===== config.mk =====
export PLATFORM = sky130hd
export DESIGN_NAME = div_seq
export DESIGN_NICKNAME = d
export VERILOG_FILES = /design/src/rtl/div_pkg.sv /design/src/rtl/div_step.sv /design/src/rtl/div_seq.sv
export SDC_FILE = /design/constraint.sdc
export NUM_CORES = 1
export LEC_CHECK = 0
export ABC_AREA = 1
export BUFFER_PORTS_ARGS = -buffer_cell sky130_fd_sc_hd__buf_2
export CAP_MARGIN = 5
export CORE_ASPECT_RATIO = 1.25
export CORE_MARGIN = 10
export CORE_UTILIZATION = 35
export CTS_CLUSTER_SIZE = 14
export DETAILED_ROUTE_END_ITERATION = 16
export RECOVER_POWER = 50
export REMOVE_ABC_BUFFERS = 1
export SETUP_SLACK_MARGIN = 0.15
export SYNTH_ARGS = -nofsm -noshare
export SYNTH_HDL_FRONTEND = slang
export SYNTH_SLANG_ARGS = --single-unit

===== constraint.sdc =====
create_clock -name clk -period 3.5 [get_ports clk]
set_clock_uncertainty 0.05 [all_clocks]
set_input_delay 0.7 -clock clk [delete_from_list [all_inputs] [get_ports clk]]
set_output_delay 0.7 -clock clk [all_outputs]
set_load 0.02 [all_outputs]

===== src/rtl/div_pkg.sv =====
// Shared types and constants for the iterative MIPS DIV/DIVU unit.
package div_pkg;

    localparam int DIV_WIDTH = 32;

    // Quotient returned for a zero divisor (all ones, MIPS-style "undefined" result).
    localparam logic [DIV_WIDTH-1:0] DIV0_QUO = '1;

    typedef enum logic [1:0] {
        IDLE = 2'd0,
        BUSY = 2'd1,
        DONE = 2'd2
    } div_state_t;

endpackage


===== src/rtl/div_step.sv =====
// One combinational restoring-division step: shift {rem,quo} left, subtract divisor if it fits.
module div_step #(
    parameter int WIDTH = 32
) (
    input  logic [WIDTH:0]   i_rem,
    input  logic [WIDTH-1:0] i_quo,
    input  logic [WIDTH-1:0] i_divisor,
    output logic [WIDTH:0]   o_rem,
    output logic [WIDTH-1:0] o_quo
);

    logic [WIDTH:0] w_rem_sh;
    logic           w_ge;

    assign w_rem_sh = {i_rem[WIDTH-1:0], i_quo[WIDTH-1]};
    // The remainder's top bit is never set between steps; folding it in keeps the compare safe.
    assign w_ge     = i_rem[WIDTH] | (w_rem_sh >= {1'b0, i_divisor});
    assign o_rem    = w_ge ? (w_rem_sh - {1'b0, i_divisor}) : w_rem_sh;
    assign o_quo    = {i_quo[WIDTH-2:0], w_ge};

endmodule


===== src/rtl/div_seq.sv =====
// Iterative 32-step restoring divider with its own sequencer for MIPS DIV/DIVU in EX.
// Stalls the pipeline front while busy, pulses validE for one cycle, honours flushE.
module div_seq
    import div_pkg::*;
#(
    parameter int WIDTH = DIV_WIDTH
) (
    input  logic             clk,
    input  logic             rst,
    input  logic             startE,
    input  logic             signedE,
    input  logic [WIDTH-1:0] aE,
    input  logic [WIDTH-1:0] bE,
    input  logic             flushE,
    output logic             stallE,
    output logic             validE,
    output logic [WIDTH-1:0] loE,
    output logic [WIDTH-1:0] hiE,
    output logic             busy
);

    localparam int CNT_W = $clog2(WIDTH) + 1;

    div_state_t       r_state;
    logic [WIDTH:0]   r_rem;
    logic [WIDTH-1:0] r_quo;
    logic [WIDTH-1:0] r_div;
    logic [CNT_W-1:0] r_cnt;
    logic             r_neg_q;
    logic             r_neg_r;
    logic             r_valid;
    logic [WIDTH-1:0] r_lo;
    logic [WIDTH-1:0] r_hi;

    logic [WIDTH:0]   w_rem_next;
    logic [WIDTH-1:0] w_quo_next;
    logic [WIDTH-1:0] w_a_mag;
    logic [WIDTH-1:0] w_b_mag;
    logic [WIDTH-1:0] w_lo_fix;
    logic [WIDTH-1:0] w_hi_fix;
    logic             w_last;

    div_step #(.WIDTH(WIDTH)) u_step (
        .i_rem     (r_rem),
        .i_quo     (r_quo),
        .i_divisor (r_div),
        .o_rem     (w_rem_next),
        .o_quo     (w_quo_next)
    );

    assign w_a_mag  = (signedE && aE[WIDTH-1]) ? -aE : aE;
    assign w_b_mag  = (signedE && bE[WIDTH-1]) ? -bE : bE;
    assign w_lo_fix = r_neg_q ? -w_quo_next : w_quo_next;
    assign w_hi_fix = r_neg_r ? -w_rem_next[WIDTH-1:0] : w_rem_next[WIDTH-1:0];
    assign w_last   = (r_cnt == CNT_W'(WIDTH - 1));

    always_ff @(posedge clk or negedge rst) begin
        if (!rst) begin
            r_state <= IDLE;
            r_rem   <= '0;
            r_quo   <= '0;
            r_div   <= '0;
            r_cnt   <= '0;
            r_neg_q <= 1'b0;
            r_neg_r <= 1'b0;
            r_valid <= 1'b0;
            r_lo    <= '0;
            r_hi    <= '0;
        end else begin
            r_valid <= 1'b0;
            case (r_state)
                IDLE: begin
                    if (startE && !flushE) begin
                        r_quo   <= w_a_mag;
                        r_div   <= w_b_mag;
                        r_rem   <= '0;
                        r_cnt   <= '0;
                        r_neg_q <= signedE & (aE[WIDTH-1] ^ bE[WIDTH-1]);
                        r_neg_r <= signedE & aE[WIDTH-1];
                        // Zero divisor skips the iteration and reports the raw dividend.
                        if (bE == '0) begin
                            r_state <= DONE;
                            r_valid <= 1'b1;
                            r_lo    <= {WIDTH{DIV0_QUO[0]}};
                            r_hi    <= aE;
                        end else begin
                            r_state <= BUSY;
                        end
                    end
                end
                BUSY: begin
                    if (flushE) begin
                        r_state <= IDLE;
                    end else begin
                        r_rem <= w_rem_next;
                        r_quo <= w_quo_next;
                        r_cnt <= r_cnt + CNT_W'(1);
                        if (w_last) begin
                            r_state <= DONE;
                            r_valid <= 1'b1;
                            r_lo    <= w_lo_fix;
                            r_hi    <= w_hi_fix;
                        end
                    end
                end
                DONE:    r_state <= IDLE;
                default: r_state <= IDLE;
            endcase
        end
    end

    // A flush landing on the DONE cycle must not let HI/LO be written.
    assign validE = r_valid & ~flushE;
    assign stallE = startE & ~validE & ~flushE;
    assign busy   = (r_state != IDLE);
    assign loE    = r_lo;
    assign hiE    = r_hi;

endmodule


======== Word-level counts from Yosys, hierarchy flattened ========
Index checks and enable logic that the tools add are counted.
W data, S select, Z words.
word-level totals
  flip-flop bits (word level) ............. 172
  input port bits ......................... 69
  output and inout bits ................... 67
  word-level logic and storage cells ...... 79
operators by class
  add/sub/neg operators ................... 6
  $lt $le $gt $ge ......................... 1
  equality and inequality tests ........... 7
  mux-type cells .......................... 34
  bitwise operators ....................... 9
  reduce and logical (&&, ||, !) cells .... 12
operator list
  cell                   number
  $mux W32               14
  $pmux W32 S2           3
  $neg A32 Y32           4
  $mux W33               3
  $pmux W33 S2           1
  $ge A33 B32 Y1         1
  $sub A33 B32 Y33       1
  $logic_not A32 Y1      1
  $mux W6                2
  $pmux W6 S2            1
  $mux W2                4
  $ne A2 B2 Y1 const B   4
  $add A6 B1 Y6 const B  1
  $eq A6 B5 Y1 const B   1
  $and A1 B1 Y1          5
  $reduce_and A5 Y1      1
  $mux W1                4
  $pmux W2 S2            1
  $reduce_and A2 Y1      2
  $reduce_bool A2 Y1     2
  $logic_and A1 B1 Y1    3
  $ne A3 B3 Y1 const B   1
  $reduce_and A3 Y1      1
  $eq A2 B1 Y1 const B   1
  6 further kinds        7

======== Logic depth before layout (Yosys ltp) ========
Gate-level depths: netlist of run 1.
  word-level depth ........................ 8
  gate-level depth with buffers ........... 27
  mapped depth without buffers ............ 27

======== Hierarchy ========
A second synthesis of run 1 with hierarchy kept.
unflattened totals
  cell total of the unflattened synthesis .. 2413
  area, all modules ....................... 14647.8 µm²
by module, submodules not included
  module    times used  cells an instance  area each (µm²)  seq. area each (µm²)
  div_seq   1           1671               11093.1          4304.1
  div_step  1           742                3554.7           0.0

======== Worst setup path before layout of run 1 ========
OpenSTA, ideal clock, no wires.
  path type ............................... reg2reg
  from .................................... reg r_rem[19]
  to ...................................... reg r_lo[28] (netlist: loE[28])
  setup time .............................. 0.120 ns
  arrival time ............................ 3.420 ns
  data required time ...................... 3.330 ns
  slack ................................... -0.090 ns
  stages on the path, launching flop included .. 22
  cell sequence ........................... dfrtp_1 ha_1 a21oi_1 nand2_1 a21oi_2 nand3_4 a21oi_4 ha_1 nand3_1 nor3_1 nand3_1 nor3_1 inv_1 nor3_1 nand3_1 nor2_1 nor2_1 nor2_1 nand2_1 xor2_1 o22ai_1 inv_1
between the ends
  longest elaborated chain between the ends .. 7
RTL lines
  item                      RTL line        text
  start: declaration        div_seq.sv:25   logic [WIDTH:0] r_rem;
  start signal: assignment  div_seq.sv:95   r_rem <= w_rem_next;
  $ge A33 B32 Y1            div_step.sv:17  assign w_ge = i_rem[WIDTH] | (w_rem_sh >= {1'b0, i_divisor});
  $or A1 B1 Y1              div_step.sv:17
  $neg A32 Y32              div_seq.sv:53   assign w_lo_fix = r_neg_q ? -w_quo_next : w_quo_next;
  $mux W32                  div_seq.sv:53
  $mux W32                  div_seq.sv:98   if (w_last) begin
  $mux W32                  div_seq.sv:92   if (flushE) begin
  $pmux W32 S2              div_seq.sv:71   case (r_state)
  end signal: assignment    div_seq.sv:84   r_lo <= {WIDTH{DIV0_QUO[0]}};
  end signal: assignment    div_seq.sv:101  r_lo <= w_lo_fix;
  end: declaration          div_seq.sv:32   logic [WIDTH-1:0] r_lo;
No other way between the ends. The select of a mux whose other input is x is not followed.
A chain may end at the register's enable or synchronous reset.

======== Worst setup path in the final report of run 1 ========
  from .................................... reg r_rem[23]
  to ...................................... reg r_lo[22] (netlist: loE[22])
The elaborated chain is that of the path after synthesis.

==> flow_summary.ini, run 1 <==
[clock_network]
cts_root_buf = clkbuf_16
htreeDepth = 4
cts_buffer_depth = 2
worstSkewPairLatency_ns = 0.47
cts_sinks = 172
cts_tree = done
clk_pin_slew_ns = 0.07
ctsHoldBuffers = 0
cts_buffers = 17

[worst_setup_path]
end_kind = flop
timing_worst_setup_path_type = flop to flop
crit_path_start_kind = flop
cp_max_fo = 4
arrival_ns = 3.82
worstPathRequired_ns = 3.80

[flow_run]
max-cap-violations = 1

[route]
avgRoutedWirePerCell_um = 16.7
drc = 0
vias = 14700
dr_wl_met3_um = 2080
met1_length_um = 20600
via_per_inst = 4.98
met2_length_um = 24700
antenna_left = 0
highest_layer = met4
routed_wl_um = 49200
drtPass1Iterations = 6
drtIter0Drc = 1103

[synthesis]
syn_area_sq_um = 13300
yosys_most_used_dff = dfrtp_1
ys_ff_latch = 172
ys_async_sr_fraction = 1.00
yosys.area.top_type_share = 0.323
yosysMostFrequentCell = nand2_1
synth_area_per_cell_sq_um = 6.51
synth_edf_count = 0
yosys-top-cells-area = dfrtp_1 32%, nand2_1 17%, inv_1 7.9%
synthCells = 2050
synth_area_leader_cell = dfrtp_1
ys.warnings.count = 0
ys_types = 61
synthTopCellsByCount = 597 x nand2_1, 281 x inv_1, 204 x nor2_1
ys_seq_area_frac = 0.323

[sta]
tightest_slew_ns = 1.65
finalCriticalPeriod_ns = 3.52
grt_setup_unrepaired = true
min_period_over_period = 1.01
max_freq_ghz = 0.284
relSlewSlack = -0.0996
slew_viol_final = 60
hold_slack_ns = 0.422
finalSetupViolCount = 2
hold_viol = 0
fin_ws_ns = -0.0189

[pwr]
power_frac_comb = 0.760
clock_power_share = 0.084
power.share.sequential = 0.155
swShare = 0.513
powerDensity_nw_per_um2 = 1240
power_w = 0.0232
peakVddDrop_mv = 0.550
p_switching_w = 0.0119
p_int_w = 0.0113
leakagePower_nw = 9.30

[worst_hold_path]
hold_class = flop to flop

[floorplanning]
fp.dieH_um = 238
die_w_um = 195
initial_core_util = 0.356
coreArea_sq_um = 37500
ioPinCount = 136
die-area_sq_um = 46400
std_cell_rows = 79

[placement]
dp_hpwl_um = 37500
post_dp_cell_area_sq_um = 16300
portBuffers = 135
gp_congestion = 0.986

[finish]
areaGrowthSynthToFinish_pct = 40.3
nFillCells = 3729
nNetsFinal = 2551
drive_above_1_share = 0.319
fin_area_sq_um = 18700

[global_route]
grt.total_usage = 0.207
grt_pass1_wl_um = 78200
grt_pass1_vias = 14800
globalRoute.totalOverflow = 0
antenna_found_initial = 0
grt_max_degree = 82

[run_status]
outcome = finished with violations
violations = max-capacitance violations, max-slew violations, negative setup slack
[through the flow]
stage / std cells / setup slack, ns / util / setup TNS (ns)
2_1_floorplan: 1979 / -4.33 / - / -429.54
3_3_place_gp: 2858 / -0.387 / 0.436 / -2.37
3_5_place_dp: 2858 / -0.461 / 0.436 / -3.94
4_1_cts: 2916 / -0.198 / 0.477 / -0.875
5_1_grt: 2942 / -0.215 / 0.499 / -2.16
6_report: 2943 / -0.0189 / 0.499 / -0.0267
[sequential cells by signal, indices dropped and copies added, names as in the netlist]
register	flops
r_rem	33
hiE	32
loE	32
r_div	32
r_quo	32
r_cnt	6
r_state	2
r_neg_q	1
r_neg_r	1
r_valid	1
[worst max-delay path, stage by stage, from the launching register on]
cell     delay (ns)
dfrtp_1        0.43
ha_4           0.29
a21oi_4        0.18
o21ai_2        0.10
a21oi_4        0.17
nand3_4        0.10
a21oi_4        0.24
ha_4           0.19
nand3_4        0.07
nor3_4         0.15
nand3_2        0.10
nor3_2         0.15
inv_1          0.10
nor3_2         0.11
buf_4          0.15
nand3_4        0.08
nor2_4         0.14
buf_4          0.13
buf_6          0.07
a21oi_1        0.06
xor2_1         0.18
o22ai_1        0.11
inv_1          0.05
[path summary, 6_finish.rpt]
kind / startpoint / end / slack, ns / cells past startpoint
worst min-delay path: r_cnt[5] / r_cnt[5] / 0.42 / 1
max in group asynchronous: rst / r_rem[13] / 0.69 / 2
min in group asynchronous: rst / r_rem[4] / 0.57 / 1
worst max-delay path: r_rem[23] / loE[22] / -0.02 / 22
worst min register to register: r_cnt[5] / r_cnt[5] / 0.42 / 1
worst max register to register: r_rem[23] / loE[22] / -0.02 / 22
[cell usage in the layout, fill, tap and decap left out, types with 24 or more instances in the layout]
cell and instances:
clkbuf_1 26, nand3_2 31, inv_2 40, nor2_4 24, inv_1 252, nand2_2 99
nor2_1 178, xor2_1 45, nand2_4 25, buf_4 279, nor3_1 33, a21oi_1 88
nand3_1 100, buf_2 110, ha_4 33, o21ai_0 111, nand2_1 507, dfrtp_1 169
[layer usage]
| layer | GRT usage | vias to the layer above |
|---|---|---|
| li1 | - | 7365 |
| met1 | 0.246 | 6834 |
| met2 | 0.364 | 377 |
| met3 | 0.0268 | 94 |
| met4 | 0.0953 | 0 |
| met5 | 0 | - |
[area by class of cell]
class | instances | area [sq um] | share of cell area
Antenna cell | 1 | 2.50 | 0.000134
Clock buffer | 19 | 433 | 0.0231
Clock inverter | 12 | 139 | 0.00742
Inverter | 295 | 1110 | 0.0593
Multi-Input combinational cell | 1512 | 8930 | 0.477
Sequential cell | 172 | 4310 | 0.230
Tap cell | 486 | 608 | 0.0325
Timing Repair Buffer | 446 | 3180 | 0.170
[cells by family after synthesis]
| group | Yosys count | synth area share |
|---|---|---|
| simple gates | 1088 | 0.354 |
| buf+inv | 366 | 0.107 |
| compound gates | 323 | 0.138 |
| flops | 172 | 0.323 |
| xor+xnor | 63 | 0.0414 |
| fa+ha+maj | 38 | 0.0362 |
[power groups by stage]
stage / clock (W) / sequential [W] / combinational (W)
floorplan: 0 / 0.00388 / 0.00803
global placement: 0 / 0.00349 / 0.0144
detailed placement: 0 / 0.00353 / 0.0145
CTS: 0.00200 / 0.00356 / 0.0159
global route: 0.00207 / 0.00371 / 0.0194
finish: 0.00196 / 0.00360 / 0.0176
[timing repair]
action	in CTS	in global routing
pin swaps	63	108
setup endpoints to repair	35	50
gates cloned	0	0
setup buffers	27	26
gates resized for setup	136	197
(Power assumes the default switching activity.)
==> inputs of run 2 (changes only) <==
- CORE_MARGIN: 10 -> not set
- SETUP_SLACK_MARGIN: 0.15 -> 0.02
- SYNTH_HIERARCHICAL: not set -> 1
==> flow_summary.ini, run 2 <==
[synthesis]
synth-compound-area-share = 0.106
synthAdderAreaFrac = 0.0330
synth-simple-area-share = 0.416
synth_area_per_cell_sq_um = 6.07
synth_edf_count = 0
ys_async_sr_fraction = 1.00
synthTopCellsByCount = 863 x nand2_1, 312 x inv_1, 230 x nor2_1
yosys_most_used_dff = dfrtp_1
yosys.area.top_type_share = 0.294
ys_types = 51
ys.warnings.count = 6
synth_top_family_by_area = simple AND/OR/NAND/NOR gates
yosys-top-cells-area = dfrtp_1 29%, nand2_1 22%, inv_1 8.0%
syn_area_sq_um = 14600
synthCells = 2413
yosysMostFrequentCell = nand2_1
synth-xor-area-share = 0.0167
synth_area_leader_cell = dfrtp_1
ys_ff_latch = 172
muxShareOfSynthArea = 0
ys_seq_area_frac = 0.294

[finish]
nFillCells = 4455
most-common-layout-cells = 823 x nand2_1, 298 x inv_1, 253 x buf_4
fin_util = 0.450
multi_input_area_sq_um = 8970
top_register = r_rem
areaGrowthSynthToFinish_pct = 26.5
largest_reg_flops = 33
nNetsFinal = 2825
final_common_cell = nand2_1
regArea_sq_um = 4310
drive_above_1_share = 0.213

[route]
avgRoutedWirePerCell_um = 16.1
routed_wl_um = 52900
vias = 16200
drc = 0
drtPass1Iterations = 5
via_per_inst = 4.94
drtIter0Drc = 1183
antenna_left = 0

[clock_network]
cts_tree = done
cts_buffers = 17
cts_sinks = 172
worstSkewPairLatency_ns = 0.46
cts_buffer_depth = 2
clk_pin_slew_ns = 0.07
htreeDepth = 4
cts_root_buf = clkbuf_16
ctsHoldBuffers = 0

[run_status]
outcome = finished with violations
violations = max-capacitance violations, max-slew violations

[worst_setup_path]
timing_worst_setup_path_type = flop to flop
crit_path_start_kind = flop
slowest_stage = dfrtp_1
r2r_setup_slack_ns = 0.16
worstPathRequired_ns = 3.85
arrival_ns = 3.69
slowest_delay_ns = 0.45
path_cells = ha_4, buf_4, nand2_2, nor2_2, inv_2, nor3_2, nand2_2, nand2_2, nand2_4, buf_4, nand3_1, nand2_2, inv_2, ha_4, inv_2, nor2_4, nand4_1, o21ai_2, buf_6, nand4_1, nand2_1, nand3_2, nand2_2
crit_top_cell = nand2_2
cp_max_fo = 5
end_kind = flop

[floorplanning]
coreArea_sq_um = 41100
ioPinCount = 136
fp.dieH_um = 231
initial_core_util = 0.356
die_w_um = 185
std_cell_rows = 83
die-area_sq_um = 42700

[sta]
slew_viol_final = 46
hold_slack_ns = 0.421
min_period_over_period = 0.955
grt_setup_unrepaired = true
relSlewSlack = -0.929
finalCriticalPeriod_ns = 3.34
hold_viol = 0
tightest_slew_ns = 2.89
finalSetupViolCount = 0
max_freq_ghz = 0.299

[pwr]
power.share.sequential = 0.163
clock_power_share = 0.088
power_w = 0.0226
leakagePower_nw = 9.75
powerDensity_nw_per_um2 = 1220
p_int_w = 0.0113
swShare = 0.500
power_frac_comb = 0.749
p_switching_w = 0.0113
peakVddDrop_mv = 0.597

[placement]
gp_congestion = 0.978
portBuffers = 135
dp_hpwl_um = 41500

[global_route]
grt_pass1_wl_um = 82000
grt_pass1_vias = 15500
grt_max_degree = 73
antenna_found_initial = 1
globalRoute.totalOverflow = 0
grt.total_usage = 0.251

[flow_run]
max-cap-violations = 1

[worst_hold_path]
hold_class = flop to flop
[run 2: area by class of cell]
cell class                 instances  area share
multi-input combinational       1790       0.484
sequential                       172       0.233
timing repair buffer             397       0.145
inverter                         340      0.0689
tap                              552      0.0373
clock buffer                      18      0.0232
clock inverter                    14     0.00858
antenna                            1    0.000135
[run 2: logic make-up (layout without fill, tap and decap cells)]
logic type | Yosys count | after routing
simple gates | 1447 | 1447
buf+inv | 451 | 769
compound gates | 277 | 277
flops | 172 | 172
fa+ha+maj | 38 | 38
xor+xnor | 28 | 28
other cells | 0 | 1
[run 2: power by group through the flow]
stage	Combinational (W)	Clock [W]	Sequential, W
after CTS	0.0153	0.00203	0.00360
after floorplan	0.00738	0	0.00382
final	0.0169	0.00199	0.00367
after detailed placement	0.0149	0	0.00362
after global routing	0.0187	0.00210	0.00378
after global placement	0.0149	0	0.00359
[run 2: worst max-delay path: cells and delay by family, from the launching register on]
kind            cells  cell delay (ns)
compound gates      1             0.26
simple gates       14             1.44
flops               1             0.45
fa+ha+maj           2             0.46
buf+inv             6             0.61
[run 2: through the flow]
step	instance area, sq um	instances	setup slack (ns)	setup TNS [ns]
after floorplan	14000	2302	-4.34	-488.22
after global placement	17100	3219	-0.572	-11.44
after detailed placement	17100	3219	-0.583	-13.56
after CTS	17800	3255	0.0260	0
after global routing	18500	3284	-0.0396	-0.106
final	18500	3284	0.157	0
[run 2: path summary, 6_finish.rpt]
kind	start	end	cells past startpoint
max reg2reg	r_rem[21]	hiE[28]	23
max in group asynchronous	rst	r_quo[29]	2
min reg2reg	loE[11]	loE[11]	2
max	r_rem[21]	hiE[28]	23
min in group asynchronous	rst	r_div[2]	1
min	loE[11]	loE[11]	2
[run 2: what timing repair did]
item	CTS	global route
resized for setup	27	129
endpoints found under the setup margin	56	50
buffers inserted	4	29
endpoints found under the hold margin	0	0
cloned	0	1
pin swaps	3	44
[run 2: per-layer routing]
metal | track usage | wire (um)
met1 | 0.294 | 22100
met2 | 0.447 | 26700
met3 | 0.0267 | 1920
met4 | 0.127 | 2220
met5 | 0 | 0
